File: src/rtl/control_sequencer.sv
// Hardwired Mini SRC control unit: fetch T0-T2, execute T3-T6. Strobes decode combinationally from state/opcode.
// Stalls in T1 until mem_ready; after WAIT_MAX idle T1 cycles it raises sticky mem_fault and halts.
module control_sequencer #(
   parameter int OPW      = 5,
   parameter int WAIT_MAX = 15
) (
   input  logic           clk,
   input  logic           clr,
   input  logic [31:0]    ir,
   input  logic           mem_ready,
   input  logic           stop,
   output logic           PC_out,
   output logic           Zlow_out,
   output logic           Zhigh_out,
   output logic           MDR_out,
   output logic           MAR_in,
   output logic           MDR_in,
   output logic           PC_in,
   output logic           IR_in,
   output logic           Y_in,
   output logic           Z_in,
   output logic           HI_in,
   output logic           LO_in,
   output logic           Read,
   output logic           IncPC,
   output logic           Gra,
   output logic           Grb,
   output logic           Grc,
   output logic           R_in,
   output logic           R_out,
   output logic [OPW-1:0] alu_instruction,
   output logic           run,
   output logic           illegal,
   output logic           mem_fault
);

   typedef enum logic [3:0] {
      S_RST, S_T0, S_T1, S_T2, S_T3, S_T4, S_T5, S_T6, S_HALTED
   } state_t;

   localparam int CW = $clog2(WAIT_MAX + 1);

   state_t         state, state_nxt;
   logic [CW-1:0]  cnt, cnt_nxt;
   logic           fault_nxt;
   logic           ins_end;
   logic [OPW-1:0] op;
   logic           is_bin, is_md, is_un, is_nop, is_halt;
   logic           unused_ir_bits;

   assign op             = ir[31 -: OPW];
   assign unused_ir_bits = ^ir[31-OPW:0];

   assign is_bin  = (op >= OPW'(3)) && (op <= OPW'(11));
   assign is_md   = (op == OPW'(15)) || (op == OPW'(16));
   assign is_un   = (op == OPW'(17)) || (op == OPW'(18));
   assign is_nop  = (op == OPW'(26));
   assign is_halt = (op == OPW'(27));

   always_ff @(posedge clk or negedge clr) begin
      if (!clr) begin
         state     <= S_RST;
         cnt       <= '0;
         mem_fault <= 1'b0;
      end else begin
         state     <= state_nxt;
         cnt       <= cnt_nxt;
         mem_fault <= fault_nxt;
      end
   end

   always_comb begin
      state_nxt       = state;
      cnt_nxt         = cnt;
      fault_nxt       = mem_fault;
      ins_end         = 1'b0;
      PC_out          = 1'b0;
      Zlow_out        = 1'b0;
      Zhigh_out       = 1'b0;
      MDR_out         = 1'b0;
      MAR_in          = 1'b0;
      MDR_in          = 1'b0;
      PC_in           = 1'b0;
      IR_in           = 1'b0;
      Y_in            = 1'b0;
      Z_in            = 1'b0;
      HI_in           = 1'b0;
      LO_in           = 1'b0;
      Read            = 1'b0;
      IncPC           = 1'b0;
      Gra             = 1'b0;
      Grb             = 1'b0;
      Grc             = 1'b0;
      R_in            = 1'b0;
      R_out           = 1'b0;
      alu_instruction = '0;
      run             = 1'b0;
      illegal         = 1'b0;

      case (state)
         S_RST: state_nxt = S_T0;
         S_T0: begin
            run       = 1'b1;
            PC_out    = 1'b1;
            MAR_in    = 1'b1;
            IncPC     = 1'b1;
            Z_in      = 1'b1;
            state_nxt = S_T1;
         end
         S_T1: begin
            // Strobes stay up every wait cycle; Zlow holds PC+1 so reloading PC is harmless.
            run      = 1'b1;
            Zlow_out = 1'b1;
            PC_in    = 1'b1;
            Read     = 1'b1;
            MDR_in   = 1'b1;
            if (mem_ready) begin
               cnt_nxt   = '0;
               state_nxt = S_T2;
            end else if (cnt == CW'(WAIT_MAX - 1)) begin
               cnt_nxt   = '0;
               fault_nxt = 1'b1;
               state_nxt = S_HALTED;
            end else begin
               cnt_nxt = cnt + CW'(1);
            end
         end
         S_T2: begin
            run       = 1'b1;
            MDR_out   = 1'b1;
            IR_in     = 1'b1;
            state_nxt = S_T3;
         end
         S_T3: begin
            run = 1'b1;
            if (is_bin || is_md) begin
               Grb       = 1'b1;
               R_out     = 1'b1;
               Y_in      = 1'b1;
               state_nxt = S_T4;
            end else if (is_un) begin
               Grb             = 1'b1;
               R_out           = 1'b1;
               alu_instruction = op;
               Z_in            = 1'b1;
               state_nxt       = S_T4;
            end else if (is_halt) begin
               state_nxt = S_HALTED;
            end else if (is_nop) begin
               ins_end = 1'b1;
            end else begin
               illegal = 1'b1;
               ins_end = 1'b1;
            end
         end
         S_T4: begin
            run = 1'b1;
            if (is_un) begin
               Zlow_out = 1'b1;
               Gra      = 1'b1;
               R_in     = 1'b1;
               ins_end  = 1'b1;
            end else begin
               Grc             = 1'b1;
               R_out           = 1'b1;
               alu_instruction = op;
               Z_in            = 1'b1;
               state_nxt       = S_T5;
            end
         end
         S_T5: begin
            run      = 1'b1;
            Zlow_out = 1'b1;
            if (is_md) begin
               LO_in     = 1'b1;
               state_nxt = S_T6;
            end else begin
               Gra     = 1'b1;
               R_in    = 1'b1;
               ins_end = 1'b1;
            end
         end
         S_T6: begin
            run       = 1'b1;
            Zhigh_out = 1'b1;
            HI_in     = 1'b1;
            ins_end   = 1'b1;
         end
         S_HALTED: state_nxt = S_HALTED;
         default:  state_nxt = S_RST;
      endcase

      // stop is honoured only at an instruction boundary.
      if (ins_end) state_nxt = stop ? S_HALTED : S_T0;
   end

endmodule

File: config.mk
export PLATFORM = sky130hd
export DESIGN_NAME = control_sequencer
export DESIGN_NICKNAME = d
export VERILOG_FILES = /design/src/rtl/control_sequencer.sv
export SDC_FILE = /design/constraint.sdc
export NUM_CORES = 1
export LEC_CHECK = 0
export ABC_CLOCK_PERIOD_IN_PS = 3020
export BUFFER_PORTS_ARGS = -buffer_cell sky130_fd_sc_hd__clkbuf_2
export CAP_MARGIN = 20
export CORE_ASPECT_RATIO = 1.1
export CORE_UTILIZATION = 38
export CTS_CLUSTER_DIAMETER = 40
export DETAILED_ROUTE_END_ITERATION = 8
export GPL_TIMING_DRIVEN = 0
export PLACE_DENSITY = 0.82
export SYNTH_ARGS = -nofsm -noshare
export SYNTH_HDL_FRONTEND = slang
export SYNTH_SLANG_ARGS = --single-unit
File: constraint.sdc
create_clock -name clk -period 3.02 [get_ports clk]
set_clock_uncertainty 0.1 [all_clocks]
set_input_delay 0.906 -clock clk [delete_from_list [all_inputs] [get_ports clk]]
set_output_delay 0.906 -clock clk [all_outputs]
set_load 0.01 [all_outputs]
[Word level (Yosys, flattened, before mapping)]
Index checks and enable logic that the tools add are counted.
Word-level totals
  flip-flop bits (word level): 9
  input port bits: 36
  word-level logic and storage cells: 81
Cells by class
  mux-type cells: 45
  equal/unequal tests: 20
  add/subtract/negate cells: 1
  bitwise logic cells: 1
  reduce and logical (&&, ||, !) cells: 9
  $lt $le $gt $ge: 2
Operators with widths (number)
  2-to-1 mux 4 bit: 11
  one-hot mux 4 bit (9 select lines): 1
  equality test 5 bit (second input constant): 5
  2-to-1 mux 1 bit: 24
  equality test 4 x 3 -> 1 bit (second input constant): 4
  2-to-1 mux 5 bit: 3
  one-hot mux 5 bit (2 select lines): 1
  equality test 4 x 2 -> 1 bit (second input constant): 2
  equality test 4 bit (second input constant): 2
  OR reduction 7 bit: 1
  != test 3 bit (second input constant): 2
  one-hot mux 1 bit (2 select lines): 3
  equality test 5 x 4 -> 1 bit (second input constant): 1
  >= comparator 5 x 2 -> 1 bit (second input constant): 1
  less-or-equal comparator 5 x 4 -> 1 bit (second input constant): 1
  != test 5 bit (second input constant): 1
  AND reduction 5 bit: 1
  adder 4 x 1 -> 4 bit (second input constant): 1
  equality test 4 x 1 -> 1 bit (second input constant): 1
  zero test 4 bit: 1
  != test 4 bit (second input constant): 1
  one-hot mux 1 bit (4 select lines): 1
  logical OR 1 bit: 3
  one-hot mux 1 bit (3 select lines): 1
  5 further kinds: 5

[Longest topological paths before layout]
  word-level depth: 7
  gate-level depth with buffers: 7

[Worst setup path after synthesis]
Ideal clock, no wire load.
  kind: in2out
  start: input ir[31]
  end: output R_in
  path slack: -0.071 ns
  buffers on the path: 2
  arrival time: 2.085 ns
  cell stages on the path: 7
  cell sequence: clkbuf_1 > and4b_1 > mux2i_1 > nor2b_1 > a21oi_1 > nor2_1 > buf_4
On the way
  cells in the longest elaborated chain, start to end: 4
  elaborated cells on any way between the ends: 9
  classes of those cells: 4 x eq/ne; 3 x mux; 2 x reduce/logical
Ends and longest elaborated chain
  start: declaration: line 9  | input logic [31:0] ir,
  equality test 5 x 4 -> 1 bit, or another cell as far along: line 55  | assign is_md = (op == OPW'(15)) || (op == OPW'(16));
  logical OR 1 bit (on tied branches): line 55, 56
  2-to-1 mux 1 bit (on tied branches)
  one-hot mux 1 bit (2 select lines) *
  end: declaration: line 29  | output logic R_in,
Mark *: on every way between the ends. The rest lies on a longest branch, timed or not.

[Worst setup path in the final report]
  start: input ir[28]
  end: output R_in
On the way
  cells in the longest elaborated chain, start to end: 4
  elaborated cells on any way between the ends: 9
  classes of those cells: 4 x eq/ne; 3 x mux; 2 x reduce/logical
Ends and longest elaborated chain
  equality test 5 x 4 -> 1 bit, or another cell as far along: line 55
  logical OR 1 bit (on tied branches): line 55, 56
  2-to-1 mux 1 bit (on tied branches): line 174, 158
  one-hot mux 1 bit (2 select lines) *: line 100  | case (state)
Marked as above.

==> key figures <==
Status
  – Status: complete, but fails checks
  – Failing checks: setup timing

Yosys
  – Library cells used by synthesis: 40
  – Post-synthesis mux area share: under 10%
  – Post-synth EDFFs: 0
  – Post-synthesis cell area: ~980 um^2
  – Top cells by count, synth: 11 x nor2_1, 10 x nor3_1, 9 x dfrtp_1, 9 x o21ai_0, 7 x buf_4
  – Asr flop ratio synth: 100%
  – Syn Inst Count: approximately 130
  – Yosys Warn Count: 0
  – Area leader, netlist: dfrtp_1
  – Count leader, synth: nor2_1
  – Compound-Gate Fraction of Synth Area: between 20% and 30%
  – Synth top area share: between 20% and 30%
  – Synth Flop Type: dfrtp_1
  – Syn Nets: between 150 and 200
  – Syn_area_per_cell: between 7 and 8 um^2
  – Largest family of logic cells by synthesized area: simple AND/OR/NAND/NOR gates
  – Flops & latches, synth: 9
  – Post-synthesis simple-gate area fraction: about a third
  – Sequential area share after synthesis: 23.0%
  – Area share of fa/ha/maj cells after synthesis: approximately 2.6%
  – Top cells by area, synth: dfrtp_1 23%, buf_4 5.4%, nor3_1 5.1%
  – Synth Area in XOR/XNOR: 1.79%

Pwr
  – Clock network power share: about 9.7%
  – Switching share of power: a little under half
  – PwrDens: ~630 nW/um^2
  – Worst-case vdd ir drop: roughly 0.38 mV
  – Comb power frac: a little over two thirds
  – Switch Pwr: about 0.46 mW
  – Cell-internal power: around 0.53 mW
  – Share of power burned in registers: between 20% and 30%
  – LEAKAGE: ~0.81 nW
  – Total power: ~1 mW

CTS
  – Maximum clock path buffer count: 2
  – Worst skew pair latency: approximately 260 ps
  – CTS Sinks: 9
  – Clock root buffer: clkbuf_4
  – CTS H-tree lvls: 1
  – Clock transition at path regs: about 70 ps
  – CTS tree: done
  – TritonCTS buffer count: 3

Timing
  – Fmax: 309 MHz
  – Slew Viols, Final: 0
  – Period utilisation layout: 107%
  – Unrepaired setup endpoints after global routing: true
  – Slew margin rel.: 70.3%
  – Final hold violations: 0
  – Setup violations, final: 10
  – Tmin final: 3230 ps
  – Worst setup margin: -213 ps
  – Slew of the pin with the lowest slew margin: ~440 ps

Detailed routing
  – WL per Instance: 15.1 um
  – First drt pass iteration count: 5
  – Antenna Nets Post-Route: 0
  – Vias per cell: 5.49
  – DRT iter0 DRCs: 31
  – Overall routed net length: between 3 and 4 mm
  – Drt drc: 0
  – Vias: 1159

Die
  – Initial Util: 41.7%
  – Die area: between 2000 and 3000 um^2
  – Die width: 50.4 um
  – Placeable Area: around 2300 um^2
  – I/O pins: 63
  – Site row count: 18
  – Die Height: between 50 and 60 um

Worst setup path
  – Cell Chain, Critical Path: clkbuf_16 > buf_12 > nor4b_4 > mux2i_1 > nor2b_2 > a21oi_2 > nor2_2 > buf_4 > buf_6
  – R2R cell count: 6
  – RR Endpoint: state[3]
  – Slowest CP cell: nor4b_4
  – Crit start category: primary input
  – Element type at the critical path end: primary output
  – Worst Path Max Fanout: 5
  – R2R Setup Slk: around 800 ps
  – Worst EP required: 2010 ps
  – Worst Path Arrival: about 2200 ps
  – Setup Crit Path Kind: in -> out
  – Slowest stage delay, CP: about 280 ps
  – Worst r2r src: state[0]

Finish
  – N_diodes: 0
  – Fin util: 66.5%
  – Area Overhead vs Synth: 59.4%
  – Filler cell count: roughly 180
  – Final standard cell area without fillers: between 1500 and 2000 um^2
  – Layout cells sized above 1: between 50% and 60%
  – Final net count: between 200 and 250

Global routing
  – Grt total ovfl: 0
  – Initial antenna violation count: 0
  – Overall routing resource usage: a little over a fifth
  – First-pass GRT wire length: about 4.5 mm
  – Vias in the first global route: between 1000 and 1500
  – Largest net degree at the start of global routing: 11

Place
  – Routability cong.: between 0.8 and 0.9
  – Dpl cell area: around 1200 um^2
  – DP Wirelength: ~1.8 mm
  – Port Buffer Count: 35

Worst hold path
  – Hold Crit Class: in -> async

Job
  – Max_cap viols: 0
sequential cells by signal (all words and copies together), names as in the netlist:
| signal | cells |
|---|---|
| mem_fault | 1 |
| state | 4 |
| cnt | 4 |
layer usage:
| layer | track usage (%) | wire, um | vias up |
|---|---|---|---|
| li1 | - | - | 551 |
| met1 | 23.4 | 1220 | 545 |
| met2 | 42.9 | 1730 | 53 |
| met3 | 4.10 | 169 | 10 |
| met4 | 8.80 | 64 | 0 |
| met5 | 0 | 0 | - |
layout by cell type, fill, tap and decap left out, types with 2 or more instances in the layout:
cell type / instances
nand2b_1: 6
o211ai_1: 2
nor3_2: 2
clkbuf_1: 3
o21ai_0: 8
o31ai_1: 3
nor3_1: 8
o21ai_1: 2
nor2b_2: 2
a21oi_2: 3
and3_1: 3
buf_8: 2
ha_1: 2
o21a_1: 3
and2_1: 3
clkbuf_4: 4
or2_4: 2
dfrtp_1: 9
inv_1: 3
clkbuf_2: 23
buf_12: 2
nor2b_4: 2
buf_6: 6
a21o_1: 2
buf_2: 7
nor2_2: 2
clkbuf_16: 2
nand2_1: 6
nor2_1: 9
mux2i_1: 2
nor4b_4: 2
a21oi_1: 3
buf_4: 22
final cells by class:
| type | count | area, um^2 | area share [%] |
|---|---|---|---|
| Sequential cell | 9 | 225 | 14.5 |
| Clock buffer | 3 | 22.5 | 1.45 |
| Tap cell | 30 | 37.5 | 2.41 |
| Timing Repair Buffer | 52 | 383 | 24.6 |
| Multi-Input combinational cell | 97 | 734 | 47.1 |
| Inverter | 3 | 11.3 | 0.723 |
| Clock inverter | 1 | 5.00 | 0.321 |
| Buffer | 16 | 139 | 8.92 |
worst max-delay path: cells and delay by family:
kind            cells  cell delay, ps
buf+inv             4             500
simple gates        3             530
compound gates      1             140
mux                 1             140
power by group through the flow:
stage / Sequential (mW) / Combinational, mW / Clock [mW]
after floorplan: 0.185 / 0.428 / 0
after global placement: 0.194 / 0.565 / 0
after detailed placement: 0.196 / 0.585 / 0
after CTS: 0.194 / 0.641 / 0.0991
after global routing: 0.200 / 0.754 / 0.109
final: 0.197 / 0.693 / 0.0961
worst max-delay path by stage:
stage / startpoint / to / slack [ps] / cells after the start
after floorplan: ir[31] / R_in / -5 / 7
after global placement: ir[31] / R_in / -340 / 9
after detailed placement: ir[31] / R_in / -380 / 9
after CTS: ir[28] / alu_instruction[1] / -150 / 7
after global routing: ir[28] / alu_instruction[0] / -270 / 7
final: ir[28] / R_in / -210 / 9
through the flow:
step	setup TNS (ps)	worst slack (ps)	hold slack, ps	instances
after floorplan	-5.43	-5.43	388	125
after global placement	-2190	-336	349	190
after detailed placement	-2690	-382	373	190
after CTS	-918	-151	382	205
after global routing	-1860	-268	384	211
final	-1380	-213	382	211
what timing repair did:
action | CTS | global route
hold buffers | 0 | 0
gates resized for setup | 33 | 19
buffers inserted | 11 | 6
endpoints found under the hold margin | 0 | 0
pin swaps | 10 | 9
setup endpoints to repair | 12 | 12
cell families (layout without fill, tap and decap cells):
family | Yosys count | count (layout)
simple gates | 57 | 57
buf+inv | 19 | 75
flops | 9 | 9
xor+xnor | 2 | 2
compound gates | 33 | 33
fa+ha+maj | 2 | 2
mux | 3 | 3
Power figures use the tool's default switching activity.
